==> src/rtl/uart_pkg.sv <==
`default_nettype none
// ============================================================================
// Module      : uart_pkg
// Description : Shared types and parameter-legality helpers for the UART TX
//               with transmit FIFO.
// Revision    : 1.0
// ============================================================================
package uart_pkg;

    typedef enum logic [1:0] {
        NONE = 2'd0,
        ODD  = 2'd1,
        EVEN = 2'd2
    } parity_e;

    typedef enum logic [2:0] {
        IDLE  = 3'd0,
        START = 3'd1,
        DATA  = 3'd2,
        PAR   = 3'd3,
        STOP  = 3'd4
    } tx_state_e;

    localparam int c_MIN_WAIT_DIV   = 2;
    localparam int c_MIN_DATA_BITS  = 5;
    localparam int c_MAX_DATA_BITS  = 9;
    localparam int c_MAX_STOP_BITS  = 2;
    localparam int c_MIN_FIFO_DEPTH = 2;

    function automatic bit cfg_ok(input int wait_div, input int data_bits,
                                  input int parity, input int stop_bits,
                                  input int fifo_depth);
        return (wait_div >= c_MIN_WAIT_DIV)
            && (data_bits >= c_MIN_DATA_BITS) && (data_bits <= c_MAX_DATA_BITS)
            && (parity >= int'(NONE)) && (parity <= int'(EVEN))
            && (stop_bits >= 1) && (stop_bits <= c_MAX_STOP_BITS)
            && (fifo_depth >= c_MIN_FIFO_DEPTH)
            && ((fifo_depth & (fifo_depth - 1)) == 0);
    endfunction

endpackage
`default_nettype wire

==> src/rtl/uart_sync_fifo.sv <==
`default_nettype none
// ============================================================================
// Module      : uart_sync_fifo
// Description : Single-clock FIFO with registered full flag; a push is only
//               accepted while the registered full flag is low.
// Revision    : 1.0
// ============================================================================
module uart_sync_fifo #(
    parameter int  WIDTH = 8,
    parameter int  DEPTH = 4,
    localparam int c_AW  = $clog2(DEPTH)
) (
    input  logic             clk_i,
    input  logic             rst_i,
    input  logic [WIDTH-1:0] data_i,
    input  logic             push_i,
    input  logic             pop_i,
    output logic [WIDTH-1:0] data_o,
    output logic             full_o,
    output logic             empty_o,
    output logic [c_AW:0]    count_o
);

    localparam logic [c_AW:0] c_FULL_CNT = (c_AW + 1)'(DEPTH);

    logic [WIDTH-1:0] mem_q [DEPTH];
    logic [c_AW-1:0]  wr_ptr_q, wr_ptr_d;
    logic [c_AW-1:0]  rd_ptr_q, rd_ptr_d;
    logic [c_AW:0]    count_q, count_d;
    logic             full_q, full_d;
    logic             w_push_ok;
    logic             w_pop_ok;

    assign w_push_ok = push_i && !full_q;
    assign w_pop_ok  = pop_i && (count_q != '0);

    always_comb begin
        wr_ptr_d = wr_ptr_q;
        rd_ptr_d = rd_ptr_q;
        count_d  = count_q;
        if (w_push_ok) begin
            wr_ptr_d = wr_ptr_q + 1'b1;
        end
        if (w_pop_ok) begin
            rd_ptr_d = rd_ptr_q + 1'b1;
        end
        case ({w_push_ok, w_pop_ok})
            2'b10:   count_d = count_q + 1'b1;
            2'b01:   count_d = count_q - 1'b1;
            default: count_d = count_q;
        endcase
        full_d = (count_d == c_FULL_CNT);
    end

    always_ff @(posedge clk_i or posedge rst_i) begin
        if (rst_i) begin
            wr_ptr_q <= '0;
            rd_ptr_q <= '0;
            count_q  <= '0;
            full_q   <= 1'b0;
        end else begin
            wr_ptr_q <= wr_ptr_d;
            rd_ptr_q <= rd_ptr_d;
            count_q  <= count_d;
            full_q   <= full_d;
        end
    end

    // Storage needs no reset: contents are only read once the count says so.
    always_ff @(posedge clk_i) begin
        if (w_push_ok) begin
            mem_q[wr_ptr_q] <= data_i;
        end
    end

    assign data_o  = mem_q[rd_ptr_q];
    assign full_o  = full_q;
    assign empty_o = (count_q == '0);
    assign count_o = count_q;

endmodule
`default_nettype wire

==> src/rtl/uart_tx_fifo.sv <==
`default_nettype none
// ============================================================================
// Module      : uart_tx_fifo
// Description : Parametrised serial transmitter with a TX FIFO; sends queued
//               characters back-to-back on a flop-driven serial line.
// Revision    : 1.0
// ============================================================================
module uart_tx_fifo
    import uart_pkg::*;
#(
    parameter int WAIT_DIV   = 5,
    parameter int DATA_BITS  = 8,
    parameter int PARITY     = 0,
    parameter int STOP_BITS  = 1,
    parameter int FIFO_DEPTH = 4
) (
    input  logic                 CLK,
    input  logic                 RST,
    input  logic [DATA_BITS-1:0] DATA_IN,
    input  logic                 WE,
    output logic                 FULL,
    output logic                 OVERFLOW,
    output logic                 DATA_OUT,
    output logic                 BUSY
);

    localparam int c_DIV_W = $clog2(WAIT_DIV);
    localparam int c_BIT_W = $clog2(DATA_BITS + 1);
    localparam int c_CNT_W = $clog2(FIFO_DEPTH) + 1;

    localparam logic [c_DIV_W-1:0] c_DIV_LAST  = c_DIV_W'(WAIT_DIV - 1);
    localparam logic [c_BIT_W-1:0] c_DATA_LAST = c_BIT_W'(DATA_BITS - 1);
    localparam logic [c_BIT_W-1:0] c_STOP_LAST = c_BIT_W'(STOP_BITS - 1);
    localparam bit                 c_HAS_PAR   = (PARITY != int'(NONE));
    localparam bit                 c_ODD_PAR   = (PARITY == int'(ODD));

    if (!cfg_ok(WAIT_DIV, DATA_BITS, PARITY, STOP_BITS, FIFO_DEPTH)) begin : g_cfg_check
        $error("uart_tx_fifo: illegal parameter combination");
    end

    tx_state_e            state_q, state_d;
    logic [c_DIV_W-1:0]   div_q, div_d;
    logic [c_BIT_W-1:0]   bit_q, bit_d;
    logic [DATA_BITS-1:0] shift_q, shift_d;
    logic                 par_q, par_d;
    logic                 dout_q, dout_d;
    logic                 ovf_q;

    logic                 w_pop;
    logic                 w_div_end;
    logic [DATA_BITS-1:0] w_head;
    logic                 w_full;
    logic                 w_empty;
    logic [c_CNT_W-1:0]   w_count;

    uart_sync_fifo #(
        .WIDTH (DATA_BITS),
        .DEPTH (FIFO_DEPTH)
    ) u_fifo (
        .clk_i   (CLK),
        .rst_i   (RST),
        .data_i  (DATA_IN),
        .push_i  (WE),
        .pop_i   (w_pop),
        .data_o  (w_head),
        .full_o  (w_full),
        .empty_o (w_empty),
        .count_o (w_count)
    );

    assign w_div_end = (div_q == c_DIV_LAST);

    always_comb begin
        state_d = state_q;
        div_d   = div_q;
        bit_d   = bit_q;
        shift_d = shift_q;
        par_d   = par_q;
        w_pop   = 1'b0;

        if (state_q != IDLE) begin
            div_d = w_div_end ? '0 : div_q + 1'b1;
        end

        case (state_q)
            IDLE: begin
                if (!w_empty) begin
                    w_pop   = 1'b1;
                    state_d = START;
                end
            end
            START: begin
                if (w_div_end) begin
                    state_d = DATA;
                    bit_d   = '0;
                end
            end
            DATA: begin
                if (w_div_end) begin
                    shift_d = shift_q >> 1;
                    if (bit_q == c_DATA_LAST) begin
                        bit_d   = '0;
                        state_d = c_HAS_PAR ? PAR : STOP;
                    end else begin
                        bit_d = bit_q + 1'b1;
                    end
                end
            end
            PAR: begin
                if (w_div_end) begin
                    state_d = STOP;
                end
            end
            STOP: begin
                if (w_div_end) begin
                    if (bit_q == c_STOP_LAST) begin
                        bit_d = '0;
                        // Chain straight into the next frame when data is waiting.
                        if (!w_empty) begin
                            w_pop   = 1'b1;
                            state_d = START;
                        end else begin
                            state_d = IDLE;
                        end
                    end else begin
                        bit_d = bit_q + 1'b1;
                    end
                end
            end
            default: state_d = IDLE;
        endcase

        if (w_pop) begin
            shift_d = w_head;
            par_d   = (^w_head) ^ c_ODD_PAR;
        end
    end

    // Line level is registered from the state so DATA_OUT has no path from WE.
    always_comb begin
        dout_d = 1'b1;
        case (state_q)
            START:   dout_d = 1'b0;
            DATA:    dout_d = shift_q[0];
            PAR:     dout_d = par_q;
            default: dout_d = 1'b1;
        endcase
    end

    always_ff @(posedge CLK or posedge RST) begin
        if (RST) begin
            state_q <= IDLE;
            div_q   <= '0;
            bit_q   <= '0;
            shift_q <= '0;
            par_q   <= 1'b0;
            dout_q  <= 1'b1;
            ovf_q   <= 1'b0;
        end else begin
            state_q <= state_d;
            div_q   <= div_d;
            bit_q   <= bit_d;
            shift_q <= shift_d;
            par_q   <= par_d;
            dout_q  <= dout_d;
            ovf_q   <= WE && w_full;
        end
    end

    assign FULL     = w_full;
    assign OVERFLOW = ovf_q;
    assign DATA_OUT = dout_q;
    assign BUSY     = (w_count != '0) || (state_q != IDLE);

endmodule
`default_nettype wire
==> config.mk <==
export PLATFORM = sky130hd
export DESIGN_NAME = uart_tx_fifo
export DESIGN_NICKNAME = d
export VERILOG_FILES = /design/src/rtl/uart_pkg.sv /design/src/rtl/uart_sync_fifo.sv /design/src/rtl/uart_tx_fifo.sv
export SDC_FILE = /design/constraint.sdc
export NUM_CORES = 1
export LEC_CHECK = 0
export ABC_AREA = 1
export BUFFER_PORTS_ARGS = -buffer_cell sky130_fd_sc_hd__buf_4
export CORE_AREA = 3 3 95 79
export CTS_BUF_LIST = sky130_fd_sc_hd__clkbuf_2
export DETAILED_ROUTE_END_ITERATION = 8
export DIE_AREA = 0 0 98 82
export PLACE_DENSITY = 0.62
export RECOVER_POWER = 50
export SYNTH_ARGS = -nofsm -noshare
export SYNTH_HDL_FRONTEND = slang
export SYNTH_SLANG_ARGS = --single-unit
==> constraint.sdc <==
create_clock -name CLK -period 5.65 [get_ports CLK]
set_input_delay 1.13 -clock CLK [delete_from_list [all_inputs] [get_ports CLK]]
set_output_delay 1.13 -clock CLK [all_outputs]
set_load 0.05 [all_outputs]
Word-level counts from Yosys, hierarchy flattened
Memory sizes are Yosys's and may differ from the RTL's. Cells that the tools add are included.

$add $sub $neg: 6. Muxes and demuxes: 27. Equality and inequality tests: 16. Reductions and logical operators: 17.

Operators with widths (number): two-way mux 3 bit (8); two-way mux 8 bit (3); two-way mux 4 bit (5); case mux 3 bit (5 select lines) (1); inequality test 2 bit (second input constant) (7); case mux 4 bit (3 select lines) (1); equality test 3 bit (second input constant) (3); nonzero test 3 bit (3); XOR reduction 8 bit (1); AND reduction 7 bit (1); adder 3 x 1 -> 3 bit (second input constant) (2); equality test 3 x 2 -> 1 bit (second input constant) (2); logical NOT 3 bit (2); two-way mux 1 bit (6); case mux 3 bit (2 select lines) (1); adder 2 x 1 -> 2 bit (second input constant) (2); adder 4 x 1 -> 4 bit (second input constant) (1); equality test 4 x 3 -> 1 bit (second input constant) (1); logical NOT 4 bit (1); AND reduction 4 bit (1); nonzero test 2 bit (2); equality test 3 x 1 -> 1 bit (second input constant) (1); logical AND 1 bit (3); case mux 1 bit (3 select lines) (1); other kinds (7) (7).

Word-level logic and storage cells: 78. Input bits: 11. Output and inout port bits: 4. Memories: 1. Bits in writable memories: 32. Register bits after elaboration: 29.

Memories: u_fifo.mem_q (depth 4, bits a word 8, read ports 1, clocked after memory_dff 0, wr ports 1, RTL line uart_sync_fifo.sv:26) `logic [WIDTH-1:0] mem_q [DEPTH];`.

Longest topological paths before layout
Depth in word-level cells: 9. Gate-level depth with buffers: 14. Depth with buffers taken out: 13.

Hierarchy
Synthesis repeated with hierarchy kept, for this count alone.

Cells, all modules: 329. Area, all modules: 3119.2 µm².

Modules (own cells, without submodules): uart_sync_fifo (cells an instance 135, instances 1, seq. area each 1161.1 µm², area an instance 1692.9 µm²); uart_tx_fifo (cells an instance 194, instances 1, seq. area each 526.8 µm², area an instance 1426.4 µm²).

Worst setup path after synthesis
OpenSTA, ideal clock, no wires.

Path kind: input -> register. From: input port WE. To: register u_fifo.full_q, in the netlist u_fifo.full_o. Setup slack: 3.111 ns. Data arrival time: 2.451 ns. Data required time: 5.562 ns. Setup time: 0.088 ns. Stages on the path: 7. Path through: nand2_1 > ha_1 > fa_1 > a21oi_1 > o21ai_0 > xnor2_1 > nor3b_1.

Cells in the longest elaborated chain, start to end: 4. Elaborated cells between the ends (all ways): 5.

RTL lines: start, declared (RTL line uart_tx_fifo.sv:20) `input logic WE,`; logical AND 1 bit * (RTL line uart_sync_fifo.sv:34) `assign w_push_ok = push_i && !full_q;`; equality test 2 x 1 -> 1 bit or equality test 2 bit (tied branches) (RTL line uart_sync_fifo.sv:47) `case ({w_push_ok, w_pop_ok})`; case mux 3 bit (2 select lines) * (RTL line uart_sync_fifo.sv:47); via u_fifo.count_d[2] (RTL line uart_sync_fifo.sv:29) `logic [c_AW:0] count_q, count_d;`; equality test 3 bit * (RTL line uart_sync_fifo.sv:52) `full_d = (count_d == c_FULL_CNT);`; via u_fifo.full_d (RTL line uart_sync_fifo.sv:30) `logic full_q, full_d;`; end signal, assigned (RTL line uart_sync_fifo.sv:65) `full_q <= full_d;`; end, declared (RTL line uart_sync_fifo.sv:30).

Mark *: on every way through the listed nets, which the timed path passes. The rest lies on a longest branch. A chain may end at the register's enable or synchronous reset.

Final worst setup path
From: register state_q[0]. To: output port BUSY.

Cells in the longest elaborated chain, start to end: 2.

RTL lines: start, declared (RTL line uart_tx_fifo.sv:41) `tx_state_e state_q, state_d;`; start signal, assigned (RTL line uart_tx_fifo.sv:160) `state_q <= state_d;`; nonzero test 3 bit (RTL line uart_tx_fifo.sv:173) `assign BUSY = (w_count != '0) || (state_q != IDLE);`; logical OR 1 bit (RTL line uart_tx_fifo.sv:173); end, declared (RTL line uart_tx_fifo.sv:24) `output logic BUSY`.

Every way passes these cells.

==> results.md <==
- Outcome: finished clean
- Filler cells: between 600 and 700
- Arrival @ worst endpoint: 1800 ps
- Area Growth Syn to Fin: 8.933%
- Post-Syn Nets: around 330
- Syn Inst Count: approximately 310
- Min Tclk post-route: 2928 ps
- Max clock buf depth: 2
- RSZ-0062 raised after global routing: false
- Via count: 2026
- Crit-path slowest cell: dfrtp_1
- Setup violations, final: 0
- Relative slew slack: 30.51%
- Clock Skews: 29.17 ps
- Leakage power: 0.001486 µW
- Fmax: 341.5 MHz
- Final Max Tran Viols: 0
- Most frequent cells in the layout: nand2_1, inv_1, edfxtp_1
- Core Rows: 27
- Routed wire length: between 5 and 6 mm
- YS warnings: 0
- First-pass GRT wire length: 8.369 mm
- Die Ht: 82 µm
- Post_cts resized: 0
- Placer congestion estimate: 0.8504
- FF-to-FF End: u_fifo.full_o$_DFF_PP0_
- Placed cell area: 0.003124 mm²
- Fin cells: 425
- Worst Setup EP: BUSY
- DR iter-0 viols: 129
- Worst-Skew Late Latency: ~500 ps
- R2R depth: 12
- Fraction of layout cells with a size suffix above 1: between 10% and 20%
- Worst Path Class, Setup: reg2out
- Cell chain of the critical path: nor2_1 > nand2_1 > nor2_1 > inv_1 > buf_4
- Post-synthesis sequential element count: 61
- Global Route Usage Sum: between 10% and 20%
- Flop2flop setup slack: 2790 ps
- First-pass DRT Iterations: 4
- Max-cap violations: 0
- Critical Path Start Type: flop
- GRT overflow: 0
- Worst slack, placed: 2845 ps
- Worst r2r src: div_q[0]$_DFFE_PP0P_
- Port bufs: 14
- Maximum vdd drop: 186.4 µV
- Critical Path Most Common Cell: nor2_1
- H-tree levels: 3
- Die width: 98 µm
- Async S/R FF share, synth: between 40% and 50%
- Fin Setup TNS: 0 ps
- Post-synth EDFFs: 32
- Post-CTS Setup Bufs: 0
- Register area share after synthesis: 57.11%
- Hold-fix buffers at CTS: 0
- Clock slew at reported path FFs: 190 ps
- Number of distinct library cells after synthesis: 31
- Final Cycle Share: about 52%
- Worst Slack Setup Final: 2722 ps
- Core area: 0.006723 mm²
- Largest net degree at the start of global routing: 30
- Avg Inst Size Synth: 9.442 µm²
- Area of the multi-input gates: 0.001064 mm²
- CP endpoint kind: output pin
- Prevailing post-synth register cell: edfxtp_1
- CP required: roughly 4500 ps
- Cts bufs inserted: 9
- Pwr/cell area: 566.5 mW/mm²
- Nets: 354
- Die area: 0.008036 mm²
- CTS root buffer: clkbuf_2
- Vias/cell: between 4 and 5
- Vias in the first global route: 1780
- Routed len/inst: about 12 µm
- Max incr delay on CP: around 460 ps
- Post-route ant nets: 0
- Worst Setup SP: state_q[0]$_DFFE_PP0P_
- CTS tree: done
- Design area: 0.003219 mm²
- Reg area: 0.001688 mm²
- Antenna Diode Count: 0
- Post-DP HPWL: approximately 3.6 mm
- Number of remaining DRC errors: 0
- Most common cell after layout, fill and taps aside: nand2_1
- Synth Cell Area: 0.002955 mm²
- TritonCTS sink count: slightly above 60
- Initial core utilization: 43.96%
- Slew @ Worst Pin: 1041 ps
- I/O pins: 15
- Initial antenna violation count: 0
- Placed insts: 409
- CP Max Fanout: 7
- Worst Hold Class: reg2reg
- Fin. Hold Viols: 0
## through the flow
| step | hold slack (ps) | utilization (%) | total power, µW |
|---|---|---|---|
| final | 522.4 | 47.89 | 1824 |
| after global routing | 567.1 | 47.89 | 2007 |
| after CTS | 525.6 | 48.33 | 1851 |
| after detailed placement | 480.9 | 46.47 | 1560 |
| after global placement | 484.8 | 46.47 | 1535 |
| after floorplan | 449.7 | - | 1395 |
## critical path, delay by kind of cell (launching register included)
family,cells,cell delay [ps]
buf+inv,2,230
flops,1,460
simple gates,3,600
## report_power, final
| group | internal (µW) | total [µW] | leakage, µW | switching, µW |
|---|---|---|---|---|
| combinational | 288 | 831 | 0.000764 | 543 |
| clock | 108 | 280 | 0.0000699 | 171 |
| sequential | 612 | 713 | 0.000652 | 101 |
## cells in the mapped netlist, drive strengths merged (5+ instances only)
cell type,number,area share (%)
a21oi,6,1.0
nor2,14,1.8
o21ai,11,1.9
o221ai,7,2.1
buf,5,1.5
edfxtp,32,33
ha,9,3.8
inv,40,5.2
nand2,118,16
nand3,26,5.2
dfrtp,28,24
## per-layer routing
layer / GRT usage, % / part of all wire, %
met1: 16.75 / 49
met2: 22.15 / 46
met3: 5.688 / 4.2
met4: 6.224 / 1.0
met5: 0 / 0
## sequential cells by signal, summed over array words and instances (netlist names), 2 cells and up
register / count
u_fifo.mem_q: 32
shift_q: 8
bit_q: 4
div_q: 3
state_q: 3
u_fifo.count_o: 3
u_fifo.rd_ptr_q: 2
u_fifo.wr_ptr_q: 2
## logic make-up (layout without fill, tap and decap cells)
| family | after synthesis | after routing | share of synthesized area [%] |
|---|---|---|---|
| AND/OR/NAND/NOR | 163 | 163 | 23.92 |
| AO/OA/AOI/OAI | 28 | 28 | 6.012 |
| multiplexers | 1 | 1 | 0.3810 |
| XOR/XNOR | 4 | 4 | 1.186 |
| flip-flops | 61 | 61 | 57.11 |
| buffers and inverters | 46 | 71 | 6.901 |
| adder cells (fa/ha/maj) | 10 | 10 | 4.488 |
## area by class of cell
class / count / share of cell area, %
well taps: 87 / 3.381
flip-flops and latches: 61 / 52.43
inverters: 41 / 4.936
repair buffers: 14 / 2.332
clock buffers: 9 / 1.399
clock inverters: 7 / 2.487
multi-input cells: 206 / 33.04
## how the worst min path moves through the flow
| stage | from | cells past startpoint | endpoint |
|---|---|---|---|
| global route | u_fifo.full_o$_DFF_PP0_ | 2 | OVERFLOW$_DFF_PP0_ |
| floorplan | par_q$_DFFE_PP0N_ | 2 | par_q$_DFFE_PP0N_ |
| finish | par_q$_DFFE_PP0N_ | 2 | par_q$_DFFE_PP0N_ |
| detailed placement | u_fifo.full_o$_DFF_PP0_ | 2 | OVERFLOW$_DFF_PP0_ |
| global placement | par_q$_DFFE_PP0N_ | 2 | par_q$_DFFE_PP0N_ |
| CTS | par_q$_DFFE_PP0N_ | 2 | par_q$_DFFE_PP0N_ |
(Power assumes the default switching activity.)
